<file path="config.mk">
export PLATFORM = sky130hd
export DESIGN_NAME = pmem_arbiter_flat
export DESIGN_NICKNAME = d
export VERILOG_FILES = /design/src/rtl/pmem_arbiter_if.sv /design/src/rtl/pmem_arbiter.sv /design/src/flat_wrapper.sv
export SDC_FILE = /design/constraint.sdc
export NUM_CORES = 1
export LEC_CHECK = 0
export BUFFER_PORTS_ARGS = -buffer_cell sky130_fd_sc_hd__buf_2
export CAP_MARGIN = 20
export CORE_MARGIN = 2
export CORE_UTILIZATION = 39
export CTS_CLUSTER_SIZE = 25
export DETAILED_ROUTE_END_ITERATION = 10
export GPL_TIMING_DRIVEN = 0
export HOLD_SLACK_MARGIN = 0.1
export PLACE_DENSITY = 0.84
export SLEW_MARGIN = 5
export SYNTH_ARGS = -nofsm -noshare
export SYNTH_HDL_FRONTEND = slang
export SYNTH_SLANG_ARGS = --single-unit
</file>
<file path="constraint.sdc">
create_clock -name clk -period 1.7 [get_ports clk]
set_input_delay 0.34 -clock clk [delete_from_list [all_inputs] [get_ports clk]]
set_output_delay 0.34 -clock clk [all_outputs]
set_load 0.03 [all_outputs]
</file>
<file path="src/rtl/pmem_arbiter_if.sv">
// Bus bundle for pmem_arbiter: IFU request/response, LSU request/response and
// the single-port strobe interface to the physical-memory model.
interface pmem_arbiter_if;
    // IFU channel
    logic        ifu_req_valid;
    logic        ifu_req_ready;
    logic [31:0] ifu_req_addr;
    logic        ifu_resp_valid;
    logic        ifu_resp_ready;
    logic [31:0] ifu_resp_data;
    // LSU channel
    logic        lsu_req_valid;
    logic        lsu_req_ready;
    logic        lsu_req_wen;
    logic [31:0] lsu_req_addr;
    logic [31:0] lsu_req_wdata;
    logic [3:0]  lsu_req_wmask;
    logic        lsu_resp_valid;
    logic        lsu_resp_ready;
    logic [31:0] lsu_resp_data;
    // Memory model side
    logic        mem_valid;
    logic        mem_wen;
    logic [31:0] mem_raddr;
    logic [31:0] mem_waddr;
    logic [31:0] mem_wdata;
    logic [7:0]  mem_wmask;
    logic [31:0] mem_rdata;

    // Environment side: requesters plus the memory model.
    modport master (
        output ifu_req_valid, ifu_req_addr, ifu_resp_ready,
        output lsu_req_valid, lsu_req_wen, lsu_req_addr, lsu_req_wdata, lsu_req_wmask,
        output lsu_resp_ready, mem_rdata,
        input  ifu_req_ready, ifu_resp_valid, ifu_resp_data,
        input  lsu_req_ready, lsu_resp_valid, lsu_resp_data,
        input  mem_valid, mem_wen, mem_raddr, mem_waddr, mem_wdata, mem_wmask
    );

    // Arbiter side.
    modport slave (
        input  ifu_req_valid, ifu_req_addr, ifu_resp_ready,
        input  lsu_req_valid, lsu_req_wen, lsu_req_addr, lsu_req_wdata, lsu_req_wmask,
        input  lsu_resp_ready, mem_rdata,
        output ifu_req_ready, ifu_resp_valid, ifu_resp_data,
        output lsu_req_ready, lsu_resp_valid, lsu_resp_data,
        output mem_valid, mem_wen, mem_raddr, mem_waddr, mem_wdata, mem_wmask
    );
endinterface

</file>
<file path="src/rtl/pmem_arbiter.sv">
// pmem_arbiter: round-robin arbiter between IFU and LSU in front of the
// physical-memory model. One transaction at a time: accept, wait LATENCY
// cycles, strobe memory for one cycle, then hold the response until taken.
module pmem_arbiter #(
    parameter int unsigned LATENCY = 2
) (
    input  logic          clk,
    input  logic          rst_n,
    pmem_arbiter_if.slave bus
);
    localparam int unsigned LatM1   = (LATENCY == 0) ? 0 : LATENCY - 1;
    localparam logic [3:0]  CntInit = LatM1[3:0];

    typedef enum logic [1:0] {StIdle, StWait, StAccess, StResp} state_t;

    state_t      r_state;
    logic [3:0]  r_cnt;
    logic        r_last_lsu;
    logic        r_owner_lsu;
    logic        r_wen;
    logic [31:0] r_addr;
    logic [31:0] r_wdata;
    logic [3:0]  r_wmask;
    logic [31:0] r_resp_data;
    logic        r_mem_valid;
    logic        r_ifu_resp_valid;
    logic        r_lsu_resp_valid;

    logic w_idle;
    logic w_grant_lsu;
    logic w_accept;
    logic w_resp_hs;

    assign w_idle = (r_state == StIdle);

    // Grant: a lone requester wins; on a tie the master not served last wins.
    always_comb begin
        w_grant_lsu = 1'b0;
        if (bus.ifu_req_valid && bus.lsu_req_valid) begin
            w_grant_lsu = ~r_last_lsu;
        end else begin
            w_grant_lsu = bus.lsu_req_valid;
        end
    end

    assign bus.ifu_req_ready = w_idle && !w_grant_lsu;
    assign bus.lsu_req_ready = w_idle && w_grant_lsu;
    assign w_accept          = w_idle && (bus.ifu_req_valid || bus.lsu_req_valid);
    assign w_resp_hs         = (r_ifu_resp_valid && bus.ifu_resp_ready) ||
                               (r_lsu_resp_valid && bus.lsu_resp_ready);

    // Memory strobe outputs are forced to zero outside the access cycle.
    assign bus.mem_valid = r_mem_valid;
    assign bus.mem_wen   = r_mem_valid && r_wen;
    assign bus.mem_raddr = r_mem_valid ? r_addr : '0;
    assign bus.mem_waddr = r_mem_valid ? r_addr : '0;
    assign bus.mem_wdata = r_mem_valid ? r_wdata : '0;
    assign bus.mem_wmask = r_mem_valid ? {4'b0000, r_wmask} : 8'h00;

    assign bus.ifu_resp_valid = r_ifu_resp_valid;
    assign bus.lsu_resp_valid = r_lsu_resp_valid;
    assign bus.ifu_resp_data  = r_resp_data;
    assign bus.lsu_resp_data  = r_resp_data;

    // Sequencer FSM with registered strobe and response-valid outputs.
    always_ff @(posedge clk or negedge rst_n) begin
        if (!rst_n) begin
            r_state          <= StIdle;
            r_cnt            <= 4'd0;
            r_last_lsu       <= 1'b1;
            r_owner_lsu      <= 1'b0;
            r_wen            <= 1'b0;
            r_addr           <= '0;
            r_wdata          <= '0;
            r_wmask          <= '0;
            r_resp_data      <= '0;
            r_mem_valid      <= 1'b0;
            r_ifu_resp_valid <= 1'b0;
            r_lsu_resp_valid <= 1'b0;
        end else begin
            unique case (r_state)
                StIdle: begin
                    if (w_accept) begin
                        r_owner_lsu <= w_grant_lsu;
                        r_last_lsu  <= w_grant_lsu;
                        r_addr      <= w_grant_lsu ? bus.lsu_req_addr : bus.ifu_req_addr;
                        r_wen       <= w_grant_lsu && bus.lsu_req_wen;
                        // IFU carries no write payload.
                        r_wdata     <= w_grant_lsu ? bus.lsu_req_wdata : '0;
                        r_wmask     <= w_grant_lsu ? bus.lsu_req_wmask : '0;
                        r_cnt       <= CntInit;
                        if (LATENCY == 0) begin
                            r_state     <= StAccess;
                            r_mem_valid <= 1'b1;
                        end else begin
                            r_state <= StWait;
                        end
                    end
                end
                StWait: begin
                    if (r_cnt == 4'd0) begin
                        r_state     <= StAccess;
                        r_mem_valid <= 1'b1;
                    end else begin
                        r_cnt <= r_cnt - 4'd1;
                    end
                end
                StAccess: begin
                    r_resp_data      <= r_wen ? '0 : bus.mem_rdata;
                    r_mem_valid      <= 1'b0;
                    r_ifu_resp_valid <= !r_owner_lsu;
                    r_lsu_resp_valid <= r_owner_lsu;
                    r_state          <= StResp;
                end
                StResp: begin
                    if (w_resp_hs) begin
                        r_ifu_resp_valid <= 1'b0;
                        r_lsu_resp_valid <= 1'b0;
                        r_state          <= StIdle;
                    end
                end
                default: r_state <= StIdle;
            endcase
        end
    end
endmodule

</file>
<file path="src/flat_wrapper.sv">
// flat-port wrapper written by rule: the top's interface ports become plain ports
module pmem_arbiter_flat 
#(
    parameter int unsigned LATENCY = 2
)
  (clk, rst_n, bus_ifu_req_valid, bus_ifu_req_addr, bus_ifu_resp_ready, bus_lsu_req_valid, bus_lsu_req_wen, bus_lsu_req_addr, bus_lsu_req_wdata, bus_lsu_req_wmask, bus_lsu_resp_ready, bus_mem_rdata, bus_ifu_req_ready, bus_ifu_resp_valid, bus_ifu_resp_data, bus_lsu_req_ready, bus_lsu_resp_valid, bus_lsu_resp_data, bus_mem_valid, bus_mem_wen, bus_mem_raddr, bus_mem_waddr, bus_mem_wdata, bus_mem_wmask);
  pmem_arbiter_if bus_i ();
  input  logic clk;
  input  logic rst_n;
  input wire logic [$bits(bus_i.ifu_req_valid)-1:0] bus_ifu_req_valid;
  input wire logic [$bits(bus_i.ifu_req_addr)-1:0] bus_ifu_req_addr;
  input wire logic [$bits(bus_i.ifu_resp_ready)-1:0] bus_ifu_resp_ready;
  input wire logic [$bits(bus_i.lsu_req_valid)-1:0] bus_lsu_req_valid;
  input wire logic [$bits(bus_i.lsu_req_wen)-1:0] bus_lsu_req_wen;
  input wire logic [$bits(bus_i.lsu_req_addr)-1:0] bus_lsu_req_addr;
  input wire logic [$bits(bus_i.lsu_req_wdata)-1:0] bus_lsu_req_wdata;
  input wire logic [$bits(bus_i.lsu_req_wmask)-1:0] bus_lsu_req_wmask;
  input wire logic [$bits(bus_i.lsu_resp_ready)-1:0] bus_lsu_resp_ready;
  input wire logic [$bits(bus_i.mem_rdata)-1:0] bus_mem_rdata;
  output wire logic [$bits(bus_i.ifu_req_ready)-1:0] bus_ifu_req_ready;
  output wire logic [$bits(bus_i.ifu_resp_valid)-1:0] bus_ifu_resp_valid;
  output wire logic [$bits(bus_i.ifu_resp_data)-1:0] bus_ifu_resp_data;
  output wire logic [$bits(bus_i.lsu_req_ready)-1:0] bus_lsu_req_ready;
  output wire logic [$bits(bus_i.lsu_resp_valid)-1:0] bus_lsu_resp_valid;
  output wire logic [$bits(bus_i.lsu_resp_data)-1:0] bus_lsu_resp_data;
  output wire logic [$bits(bus_i.mem_valid)-1:0] bus_mem_valid;
  output wire logic [$bits(bus_i.mem_wen)-1:0] bus_mem_wen;
  output wire logic [$bits(bus_i.mem_raddr)-1:0] bus_mem_raddr;
  output wire logic [$bits(bus_i.mem_waddr)-1:0] bus_mem_waddr;
  output wire logic [$bits(bus_i.mem_wdata)-1:0] bus_mem_wdata;
  output wire logic [$bits(bus_i.mem_wmask)-1:0] bus_mem_wmask;
  assign bus_i.ifu_req_valid = bus_ifu_req_valid;
  assign bus_i.ifu_req_addr = bus_ifu_req_addr;
  assign bus_i.ifu_resp_ready = bus_ifu_resp_ready;
  assign bus_i.lsu_req_valid = bus_lsu_req_valid;
  assign bus_i.lsu_req_wen = bus_lsu_req_wen;
  assign bus_i.lsu_req_addr = bus_lsu_req_addr;
  assign bus_i.lsu_req_wdata = bus_lsu_req_wdata;
  assign bus_i.lsu_req_wmask = bus_lsu_req_wmask;
  assign bus_i.lsu_resp_ready = bus_lsu_resp_ready;
  assign bus_i.mem_rdata = bus_mem_rdata;
  assign bus_ifu_req_ready = bus_i.ifu_req_ready;
  assign bus_ifu_resp_valid = bus_i.ifu_resp_valid;
  assign bus_ifu_resp_data = bus_i.ifu_resp_data;
  assign bus_lsu_req_ready = bus_i.lsu_req_ready;
  assign bus_lsu_resp_valid = bus_i.lsu_resp_valid;
  assign bus_lsu_resp_data = bus_i.lsu_resp_data;
  assign bus_mem_valid = bus_i.mem_valid;
  assign bus_mem_wen = bus_i.mem_wen;
  assign bus_mem_raddr = bus_i.mem_raddr;
  assign bus_mem_waddr = bus_i.mem_waddr;
  assign bus_mem_wdata = bus_i.mem_wdata;
  assign bus_mem_wmask = bus_i.mem_wmask;
  pmem_arbiter #(.LATENCY(LATENCY)) u_core (.clk(clk), .rst_n(rst_n), .bus(bus_i));
endmodule
</file>
# [After elaboration in Yosys (flattened, before gate mapping)]
# Cells that the tools add are included.
[totals] regBits=112 in_bits=139 out_inout_bits=174 elab_cells=63
[op_classes] n_addsub=1 n_eq_ne=7 n_mux=20 bitwise=1 reduce_logical=22
[ops] op="$mux W32" n=5
[ops] op="$mux W4" n=4
[ops] op="$logic_and A1 B1 Y1" n=8
[ops] op="$pmux W2 S4" n=1
[ops] op="$pmux W4 S2" n=1
[ops] op="$mux W2" n=3
[ops] op="$pmux W1 S2" n=3
[ops] op="$reduce_and A2 Y1" n=3
[ops] op="$reduce_and A3 Y1" n=2
[ops] op="$reduce_bool A2 Y1" n=3
[ops] op="$eq A2 B2 Y1 const B" n=2
[ops] op="$logic_not A4 Y1" n=1
[ops] op="$ne A2 B1 Y1 const B" n=2
[ops] op="$ne A2 B2 Y1 const B" n=2
[ops] op="$sub A4 B1 Y4 const B" n=1
[ops] op="$mux W1" n=3
[ops] op="$eq A2 B1 Y1 const B" n=1
[ops] op="$logic_not A1 Y1" n=2
[ops] op="$logic_not A2 Y1" n=1
[ops] op="$logic_or A1 B1 Y1" n=2
[ops] op="$not A1 Y1" n=1

# [Longest topological paths before layout]
# Gate-level depths: netlist of the first run.
[depth] ltp_word=4 ltp_mapped=7 ltp_nobuf=6

# [Worst setup path before layout of the first run]
# Ideal clock, no wire load.
[synth_timing] path_kind="register to output" startpoint="register u_core.r_mem_valid (netlist: u_core.bus.mem_valid)" endpoint="output bus_mem_waddr[10]" t_arrival_ps=1373 required_time_ps=1360 path_slack_ps=-13 stages_incl_launch_ff=4 path_buffers=2 path_cell_list="dfrtp_1 clkbuf_1 and2_1 buf_4"
[synth_via] elab_chain_cells=1
[synth_lines] item="from (decl)" line_no="pmem_arbiter.sv:25" source="logic r_mem_valid;"
[synth_lines] item="from (signal assigned)" line_no="pmem_arbiter.sv:77" source="r_mem_valid <= 1'b0;"
[synth_lines] item="from (signal assigned)" line_no="pmem_arbiter.sv:94" source="r_mem_valid <= 1'b1;"
[synth_lines] item="from (signal assigned)" line_no="pmem_arbiter.sv:103" source="r_mem_valid <= 1'b1;"
[synth_lines] item="$mux W32"
[synth_lines] item="to (decl)" line_no="flat_wrapper.sv:29" source="output wire logic [$bits(bus_i.mem_waddr)-1:0] bus_mem_waddr;"
# No other way between the ends.

# [Worst setup path after layout of the first run]
[layout_timing] startpoint="register u_core.r_mem_valid (netlist: u_core.bus.mem_valid)" endpoint="output bus_mem_waddr[21]"
[layout_via] elab_chain_cells=1
[layout_lines] item="$mux W32" line_no="pmem_arbiter.sv:56" source="assign bus.mem_waddr = r_mem_valid ? r_addr : '0;"
# No other way between the ends.

==> results.py, run 1 <==
metrics = {
    "run_status": {
        "status": "complete, but fails checks",
        "violations": "setup timing",
    },
    "layout": {
        "stdcell_count": 1103,
        "final_core_util_pct": 63.8,
        "stdcell_area_sq_mm": 0.00923,
        "drive_above_1_share_pct": 58.1,
        "syn_to_final_growth_pct": 60.5,
        "final_nets": 1060,
        "diodes": 0,
    },
    "yosys": {
        "ys_ff_latch": 112,
        "async_reset_ff_share_pct": 100,
        "synthTopCellsByCount": "dfrtp_1 (111), buf_4 (72), and2_1 (70)",
        "ys_seq_area_share_pct": 48.7,
        "synth_cell_type_count": 35,
        "synth-edff-count": 0,
        "syn-mean-instance-area_sq_um": 10.1,
        "synth_area_sq_mm": 0.00575,
        "synth_top_area_share_pct": 48.3,
        "synth_area_leaders": "dfrtp_1 (48%), buf_4 (9.4%), and2_1 (7.6%), a22o_1 (5.8%), mux2i_1 (5.7%)",
        "synth_warnings": 0,
        "synthCells": 568,
        "synth_area_leader_cell": "dfrtp_1",
        "yosysMostFrequentCell": "dfrtp_1",
        "ys.flop_type": "dfrtp_1",
    },
    "worst_setup_path": {
        "cp_top_family": "buffers and inverters",
        "critPathMaxStageDelay_ps": 470,
        "slowest_stage": "dfrtp_2",
        "cp-end-kind": "output pin",
        "crit_type": "flop to output pin",
        "worstSetupPathDepth": 5,
        "critPathArrivalTime_ps": 1520,
        "startpoint": "u_core.bus.mem_valid$_DFFE_PN0P_",
        "crit_path_max_fanout": 5,
        "cp_common_cell": "buf_6",
        "startpoint_type": "flop",
        "r2r_start": "u_core.r_cnt[1]$_DFFE_PN0P_",
        "crit_buf_inv": 4,
        "required_ps": 1360,
        "timing.reg2reg.worst_path_depth": 7,
        "crit_chain": "buf_6 > clkbuf_16 > and2_4 > buf_6 > buf_6",
    },
    "worst_hold_path": {
        "hp-class": "primary input to flop",
        "min_from": "bus_lsu_req_wdata[5]",
        "holdPathStages": 2,
    },
    "clocking": {
        "cts_root_buf": "clkbuf_16",
        "clkTransAtPathRegs_ps": 80,
        "clockBufferDepth": 2,
        "clk_latency_ps": 360,
        "cts_tree": "yes",
        "clock-sinks": 112,
        "htreeDepth": 3,
        "cts_buffers": 9,
    },
    "sta": {
        "rsz0062_at_grt": "yes",
        "setup_violations": 103,
        "fin_crit_ps": 1860,
        "whs_ps": 201,
        "drv_slew": 0,
        "hold_violations": 0,
        "worst_pin_slew_ps": 546,
        "relSlewSlack_pct": 63.6,
        "worst_slack_ps": -157,
        "max_freq_mhz": 538,
        "period_share_pct": 109,
        "skew_ps": 11.9,
    },
    "die": {
        "pin_count": 313,
        "die_area_sq_mm": 0.0157,
        "start_util_pct": 39.7,
        "die_h_microns": 125,
        "core_region_area_sq_mm": 0.0145,
        "rows": 44,
        "fp.dieW_microns": 125,
    },
    "power": {
        "p_switching_mw": 6.84,
        "vdd_drop_max_v": 0.000817,
        "p_leak_nw": 4.91,
        "powerDensity_mw_per_mm2": 1690,
        "share_comb_of_total_power_pct": 56.5,
        "p_int_mw": 8.74,
        "p_sw_share_pct": 43.9,
        "p_seq_share_pct": 29.7,
        "power_frac_clock_pct": 13.8,
    },
    "placement": {
        "post-place-cells": 1064,
        "placed_area_sq_mm": 0.00757,
        "place.gp.congestion": 0.853,
        "dp_hpwl_microns": 12700,
        "io_buffer_count": 308,
        "place_ws_ps": -416,
    },
    "routing": {
        "avgRoutedWirePerCell_microns": 17.3,
        "num_vias": 5416,
        "wirelength_microns": 19100,
        "initialDrtViolationCount": 291,
        "maxUsedRoutingLayer": "met4",
        "first_pass_iters": 7,
        "vias_per_cell": 4.91,
        "wl_met2_microns": 9850,
        "drc_errors": 0,
        "met1Wirelength_microns": 7600,
        "wl_met3_microns": 1170,
        "ant_nets": 0,
    },
    "job": {
        "drv_cap": 0,
    },
    "grt": {
        "track_usage_pct": 23.9,
        "overflow": 0,
        "antenna_found_initial": 0,
        "grt_pass1_wl_microns": 29400,
        "grt_max_degree": 60,
        "grt_pass1_vias": 5501,
    },
}
[kinds of logic (layout without fill, tap and decap cells)]
group | after synthesis | count (layout) | synth area share, %
compound gates | 118 | 118 | 13.3
fa+ha+maj | 7 | 7 | 1.52
buf+inv | 146 | 494 | 14.5
flops | 112 | 112 | 48.7
mux | 34 | 34 | 6.00
other cells | 1 | 4 | 0.0652
simple gates | 150 | 150 | 15.8
[per-layer routing]
metal	track usage (%)	vias up
met3	4.79	38
met4	8.82	0
li1	-	2514
met5	0	-
met1	28.3	2604
met2	42.6	260
[placed cells by master, fill, tap and decap left out, types with 3 or more instances in the layout]
cell type  Yosys  layout
clkbuf_2       0       7
clkbuf_1      24       7
buf_6          1     138
inv_2          0       4
clkbuf_16      0      11
a21o_1         3       3
conb_1         1       4
nand2_1       37      36
inv_1         39      35
nand3b_1      33      33
clkinv_4       0       3
o21ai_1        9      10
ha_1           7       4
a22o_1        38      38
mux2i_1       33      33
dfrtp_1      111     110
buf_2          8     210
o21ai_0       60      58
buf_4         72      57
buf_8          0       3
and2_4         0      70
clkbuf_8       0      10
[power groups by stage]
stage                     Sequential [mW]  Combinational (mW)  Clock, mW
after CTS                            4.59                8.50       2.20
after floorplan                      5.12                4.63          0
after detailed placement             4.59                7.32          0
after global routing                 4.77                9.39       2.32
final                                4.63                8.79       2.15
after global placement               4.54                7.17          0
[what timing repair did]
action	4_1_cts	5_1_grt
hold buffers	1	0
pin swaps	3	3
endpoints found under the setup margin	185	208
resized for setup	359	23
cloned	6	0
setup buffers	14	11
hold endpoints to repair	52	0
[worst paths after layout]
check | to | slack, ps
min in group asynchronous | u_core.r_wdata[0]$_DFFE_PN0P_ | 500
setup reg to reg | u_core.r_state[1]$_DFFE_PN0P_ | 40
max in group asynchronous | u_core.r_addr[26]$_DFFE_PN0P_ | 520
hold / removal | u_core.r_wdata[5]$_DFFE_PN0P_ | 200
hold reg to reg | u_core.r_addr[19]$_DFFE_PN0P_ | 480
setup / recovery | bus_mem_waddr[21] | -160
[state kept, by name, summed over array words and instances, names as in the netlist]
register / cells
u_core.bus.ifu_resp_data: 32
u_core.r_owner_lsu: 1
u_core.r_wdata: 32
u_core.r_cnt: 4
u_core.r_wen: 1
u_core.r_state: 2
u_core.r_addr: 32
u_core.bus.lsu_resp_valid: 1
u_core.r_last_lsu: 1
u_core.bus.ifu_resp_valid: 1
u_core.r_wmask: 4
u_core.bus.mem_valid: 1
[worst register-to-register path, delay by kind of cell (launching register included)]
| family | cells | cell delay (ps) |
|---|---|---|
| AND/OR/NAND/NOR | 3 | 500 |
| flip-flops | 1 | 400 |
| multiplexers | 1 | 290 |
| buffers and inverters | 2 | 240 |
| adder cells (fa/ha/maj) | 1 | 120 |
[metrics by stage]
stage,total power [mW],setup TNS [ps]
floorplan,9.75,0
global placement,11.7,-137970
detailed placement,11.9,-21370
CTS,15.3,-7550
global route,16.5,-11230
finish,15.6,-6720
[layout make-up]
| cell class | count | area [sq um] |
|---|---|---|
| clock buffer | 10 | 239 |
| fill | 1153 | 5250 |
| sequential | 112 | 2810 |
| clock inverter | 6 | 62.6 |
| multi-input combinational | 313 | 2340 |
| timing repair buffer | 340 | 2530 |
| buffer | 99 | 871 |
| tap | 184 | 230 |
| inverter | 39 | 146 |
No activity file was read; power rests on OpenSTA's default activity.
==> run 2: changes to the inputs <==
--- a/config.mk
+++ b/config.mk
@@ -6,7 +6,7 @@
 export NUM_CORES = 1
 export LEC_CHECK = 0
 export BUFFER_PORTS_ARGS = -buffer_cell sky130_fd_sc_hd__buf_2
-export CAP_MARGIN = 20
+export CAP_MARGIN = 10
 export CORE_MARGIN = 2
 export CORE_UTILIZATION = 39
 export CTS_CLUSTER_SIZE = 25
==> constraint.sdc (replaced) <==
create_clock -name clk -period 1.6 [get_ports clk]
set_input_delay 0.32 -clock clk [delete_from_list [all_inputs] [get_ports clk]]
set_output_delay 0.32 -clock clk [all_outputs]
set_load 0.03 [all_outputs]
==> run 2 against run 1 <==
  * The flow still finishes with violations (setup timing)
  * Non-clock buffer count up 2
  * Core utilization up 0.22 points
  * Critical path depth stayed put
  * Global-route usage down 1.2 points
  * Flip-flop and latch count unchanged
  * Final area is 0.34% higher
  * Combinational power up 8.6%
  * Sequential power increased by 5.4%
  * Critical path type unchanged
  * Cell count grew 0.18%
  * Wire length is 4.4% lower
==> results.py, run 2 (synthesis gave the netlist of run 1 again) <==
metrics = {
    "run_status": {
        "status": "complete, but fails checks",
        "violations": "setup timing",
    },
    "worst_setup_path": {
        "startpoint": "u_core.bus.mem_valid$_DFFE_PN0P_",
        "crit_type": "flop to output pin",
        "critPathMaxStageDelay_ps": 410,
        "required_ps": 1280,
        "worstSetupPathDepth": 5,
        "crit_buf_inv": 4,
        "cp_top_family": "buffers and inverters",
        "critPathArrivalTime_ps": 1490,
        "crit_chain": "buf_12 > clkbuf_16 > and2_4 > buf_6 > buf_6",
        "r2r_slack_ps": -80,
        "cp_common_cell": "buf_6",
        "startpoint_type": "flop",
        "cp-endpoint": "bus_mem_waddr[19]",
        "timing.reg2reg.worst_path_depth": 7,
        "crit_path_max_fanout": 9,
        "cp-end-kind": "output pin",
        "slowest_stage": "dfrtp_2",
        "r2r_start": "u_core.r_cnt[1]$_DFFE_PN0P_",
        "timing.rr.end": "u_core.r_state[1]$_DFFE_PN0P_",
    },
    "placement": {
        "place.gp.congestion": 0.810,
        "place_ws_ps": -516,
        "dp_hpwl_microns": 12500,
        "io_buffer_count": 308,
        "placed_area_sq_mm": 0.00757,
        "post-place-cells": 1064,
    },
    "worst_hold_path": {
        "min_from": "bus_lsu_req_wmask[0]",
        "hp-class": "primary input to flop",
    },
    "power": {
        "vdd_drop_max_v": 0.000768,
        "powerDensity_mw_per_mm2": 1790,
        "power_mw": 16.6,
        "p_leak_nw": 4.92,
    },
    "clocking": {
        "cts_buffers": 9,
        "cts_tree": "yes",
        "clk_latency_ps": 350,
        "clockBufferDepth": 2,
        "clkTransAtPathRegs_ps": 80,
        "cts_root_buf": "clkbuf_16",
        "clock-sinks": 112,
        "htreeDepth": 3,
    },
    "routing": {
        "wirelength_microns": 18300,
        "avgRoutedWirePerCell_microns": 16.5,
        "vias_per_cell": 4.86,
        "first_pass_iters": 4,
        "drc_errors": 0,
        "ant_nets": 0,
        "initialDrtViolationCount": 197,
        "num_vias": 5368,
    },
    "layout": {
        "final_cell_mix": "buf_2 (207), buf_6 (149), dfrtp_1 (110)",
        "syn_to_final_growth_pct": 61.1,
        "stdcell_count": 1105,
        "final_nets": 1062,
        "fillerInstances": 1076,
        "diodes": 0,
        "drive_above_1_share_pct": 58.1,
        "stdcell_area_sq_mm": 0.00926,
        "mostFrequentLayoutCell": "buf_2",
    },
    "grt": {
        "antenna_found_initial": 0,
        "grt_pass1_wl_microns": 28200,
        "grt_pass1_vias": 5484,
        "track_usage_pct": 22.6,
        "grt_max_degree": 61,
        "overflow": 0,
    },
    "die": {
        "die_h_microns": 125,
        "pin_count": 313,
        "fp.dieW_microns": 125,
        "core_region_area_sq_mm": 0.0145,
        "rows": 44,
        "die_area_sq_mm": 0.0157,
        "start_util_pct": 39.7,
    },
    "sta": {
        "fin_crit_ps": 1810,
        "drv_slew": 0,
        "worst_slack_ps": -212,
        "fin_tns_setup_ps": -11580,
        "max_freq_mhz": 552,
        "skew_ps": 7.99,
        "relSlewSlack_pct": 64.5,
        "hold_violations": 0,
        "period_share_pct": 113,
        "setup_violations": 106,
        "rsz0062_at_grt": "yes",
        "worst_pin_slew_ps": 533,
    },
    "job": {
        "drv_cap": 0,
    },
}
-- run 2: cell type report --
| class | count | area [sq um] | area share [%] |
|---|---|---|---|
| flip-flops and latches | 112 | 2810 | 30.3 |
| multi-input cells | 313 | 2360 | 25.5 |
| repair buffers | 337 | 2470 | 26.7 |
| plain buffers | 104 | 971 | 10.5 |
| clock buffers | 10 | 229 | 2.47 |
| inverters | 39 | 146 | 1.58 |
| well taps | 184 | 230 | 2.49 |
| clock inverters | 6 | 53.8 | 0.581 |
-- run 2: through the flow --
stage,hold WS [ps],util [%]
floorplan,24.4,-
global placement,453,52.1
detailed placement,306,52.3
CTS,171,62.7
global route,166,64.0
finish,188,64.0
-- run 2: routing by layer --
| layer | vias to the layer above | share of wire (%) | track usage [%] |
|---|---|---|---|
| met2 | 242 | 52 | 40.6 |
| met4 | 0 | 2.9 | 9.08 |
| met5 | - | 0 | 0 |
| met1 | 2573 | 38 | 25.4 |
| li1 | 2517 | - | - |
| met3 | 36 | 7.1 | 6.16 |
-- run 2: how the worst min path moves through the flow --
stage / to / depth (start not counted) / slack [ps]
after CTS: u_core.r_wdata[9]$_DFFE_PN0P_ / 2 / 170
after global routing: u_core.r_wdata[6]$_DFFE_PN0P_ / 2 / 170
after floorplan: u_core.bus.ifu_resp_data[0]$_DFFE_PN0P_ / 0 / 20
after global placement: u_core.r_addr[8]$_DFFE_PN0P_ / 2 / 450
after detailed placement: u_core.bus.ifu_resp_data[30]$_DFFE_PN0P_ / 1 / 310
final: u_core.r_wmask[0]$_DFFE_PN0P_ / 2 / 190
-- run 2: what timing repair did --
item                                   4_1_cts  5_1_grt
pin swaps                                    4        7
hold buffers                                 1        0
resized for setup                          348       47
endpoints found under the hold margin       52        0
setup endpoints to repair                  206      197
setup buffers                               17        9
gates cloned                                 1        0
-- run 2: power breakdown --
part           switching, mW  internal, mW  leakage (nW)  total (mW)
logic                   5.32          4.24          3.37        9.55
registers              0.812          4.07          1.42        4.88
clock network           1.10          1.09         0.135        2.19
==> run 3: changes to the inputs <==
--- a/config.mk
+++ b/config.mk
@@ -8,12 +8,12 @@
 export BUFFER_PORTS_ARGS = -buffer_cell sky130_fd_sc_hd__buf_2
 export CAP_MARGIN = 10
 export CORE_MARGIN = 2
-export CORE_UTILIZATION = 39
+export CORE_UTILIZATION = 41
 export CTS_CLUSTER_SIZE = 25
 export DETAILED_ROUTE_END_ITERATION = 10
 export GPL_TIMING_DRIVEN = 0
 export HOLD_SLACK_MARGIN = 0.1
-export PLACE_DENSITY = 0.84
+export PLACE_DENSITY = 0.87
 export SLEW_MARGIN = 5
 export SYNTH_ARGS = -nofsm -noshare
 export SYNTH_HDL_FRONTEND = slang
==> run 3 against run 2 <==
  * Hold slack improved by 1.7 ps
  * Highest routed layer unchanged
  * Via count fell by 1.1%
  * Sequential share of layout area rose by 0.84 points
  * The flow still finishes with violations (setup timing)
==> results.py, run 3 (synthesis gave the netlist of run 1 again) <==
metrics = {
    "job": {
        "drv_cap": 0,
    },
    "die": {
        "die_h_microns": 122,
        "core_region_area_sq_mm": 0.0138,
        "start_util_pct": 41.8,
        "rows": 43,
        "die_area_sq_mm": 0.0150,
        "pin_count": 313,
        "fp.dieW_microns": 122,
    },
    "worst_setup_path": {
        "r2r_start": "u_core.r_state[1]$_DFFE_PN0P_",
        "startpoint": "u_core.bus.mem_valid$_DFFE_PN0P_",
        "startpoint_type": "flop",
        "slowest_stage": "dfrtp_2",
        "worstSetupPathDepth": 5,
        "timing.rr.end": "u_core.r_state[1]$_DFFE_PN0P_",
        "crit_path_max_fanout": 10,
        "critPathMaxStageDelay_ps": 420,
        "crit_buf_inv": 4,
        "cp-end-kind": "output pin",
        "timing.reg2reg.worst_path_depth": 6,
        "crit_type": "flop to output pin",
        "required_ps": 1280,
        "cp-endpoint": "bus_mem_waddr[18]",
        "crit_chain": "buf_12 > clkbuf_16 > and2_4 > buf_6 > buf_6",
        "cp_common_cell": "buf_6",
        "critPathArrivalTime_ps": 1480,
        "r2r_slack_ps": -100,
        "cp_top_family": "buffers and inverters",
    },
    "layout": {
        "multiInputGateArea_sq_mm": 0.00231,
        "fillerInstances": 1079,
        "syn_to_final_growth_pct": 56.8,
        "final_core_util_pct": 65.5,
        "mostFrequentLayoutCell": "buf_2",
        "drive_above_1_share_pct": 55.7,
        "seqCellArea_sq_mm": 0.00281,
        "final_cell_mix": "buf_2 (208), dfrtp_1 (109), buf_6 (105)",
        "diodes": 0,
        "final_nets": 1058,
        "stdcell_count": 1097,
    },
    "clocking": {
        "cts_tree": "yes",
        "cts_buffers": 9,
        "clk_latency_ps": 350,
        "clock-sinks": 112,
        "htreeDepth": 3,
        "clkTransAtPathRegs_ps": 80,
        "cts_root_buf": "clkbuf_16",
        "clockBufferDepth": 2,
    },
    "sta": {
        "skew_ps": 10.6,
        "fin_crit_ps": 1800,
        "drv_slew": 0,
        "max_freq_mhz": 555,
        "hold_violations": 0,
        "worst_slack_ps": -203,
        "rsz0062_at_grt": "yes",
        "period_share_pct": 113,
        "setup_violations": 107,
    },
    "placement": {
        "place.gp.congestion": 0.808,
        "post-place-cells": 1060,
        "dp_hpwl_microns": 12600,
        "io_buffer_count": 308,
    },
    "routing": {
        "vias_per_cell": 4.84,
        "num_vias": 5308,
        "initialDrtViolationCount": 196,
        "first_pass_iters": 4,
        "ant_nets": 0,
        "avgRoutedWirePerCell_microns": 16.4,
        "wirelength_microns": 18000,
        "drc_errors": 0,
    },
    "power": {
        "p_leak_nw": 4.83,
        "vdd_drop_max_v": 0.000757,
        "powerDensity_mw_per_mm2": 1830,
    },
    "grt": {
        "overflow": 0,
        "track_usage_pct": 23.0,
        "grt_max_degree": 64,
        "grt_pass1_wl_microns": 26400,
        "antenna_found_initial": 0,
        "grt_pass1_vias": 5250,
    },
    "worst_hold_path": {
        "min_from": "bus_lsu_req_wdata[28]",
        "hp-class": "primary input to flop",
    },
    "run_status": {
        "violations": "setup timing",
        "status": "complete, but fails checks",
    },
}
-- run 3: cell count changes in the layout (fill, tap and decap cells not counted), sizes merged --
| cell | previous run | this run |
|---|---|---|
| clkinvlp | 1 | 3 |
| clkbuf | 29 | 31 |
| clkinv | 3 | 1 |
| buf | 421 | 415 |
-- run 3: layout make-up --
cell class / instances / share of cell area (%)
Buffer: 102 / 10.1
Clock buffer: 10 / 2.65
Clock inverter: 6 / 0.569
Inverter: 39 / 1.62
Multi-Input combinational cell: 313 / 25.6
Sequential cell: 112 / 31.1
Tap cell: 180 / 2.50
Timing Repair Buffer: 335 / 25.9
-- run 3: through the flow --
step	instance area [sq um]	total power, mW	hold slack (ps)	setup WS [ps]	setup TNS [ps]
after detailed placement	7570	12.6	293	-522	-29110
after global routing	9020	17.5	179	-249	-16030
after floorplan	5770	10.4	24.4	-10.0	-10.0
after CTS	8800	16.1	173	-246	-14290
after global placement	7530	12.4	453	-1330	-154000
final	9020	16.5	189	-203	-10670
-- run 3: metal layers --
layer / global-route usage (%) / vias up / share of wire [%]
met2: 42.6 / 228 / 54
met4: 10.2 / 0 / 3.0
met5: 0 / - / 0
met1: 25.3 / 2529 / 36
li1: - / 2515 / -
met3: 4.41 / 36 / 6.9
-- run 3: worst min-delay path by stage --
| stage | to | slack (ps) | cells past startpoint |
|---|---|---|---|
| after floorplan | u_core.bus.ifu_resp_data[0]$_DFFE_PN0P_ | 20 | 0 |
| after global placement | u_core.r_addr[22]$_DFFE_PN0P_ | 450 | 2 |
| after detailed placement | u_core.bus.ifu_resp_data[24]$_DFFE_PN0P_ | 290 | 1 |
| after CTS | u_core.r_wdata[4]$_DFFE_PN0P_ | 170 | 2 |
| after global routing | u_core.r_wdata[7]$_DFFE_PN0P_ | 180 | 2 |
| final | u_core.r_wdata[28]$_DFFE_PN0P_ | 190 | 2 |
-- run 3: power by group --
group          internal, mW  total (mW)  switching, mW
Sequential             4.07        4.87          0.804
Clock                  1.12        2.22           1.10
Combinational          4.10        9.37           5.27
-- run 3: repair_timing --
item,CTS,global route
endpoints found under the setup margin,200,163
setup buffers,19,5
gates resized for setup,261,69
hold buffers,1,0
hold endpoints to repair,49,0
pin swaps,6,5
gates cloned,1,0
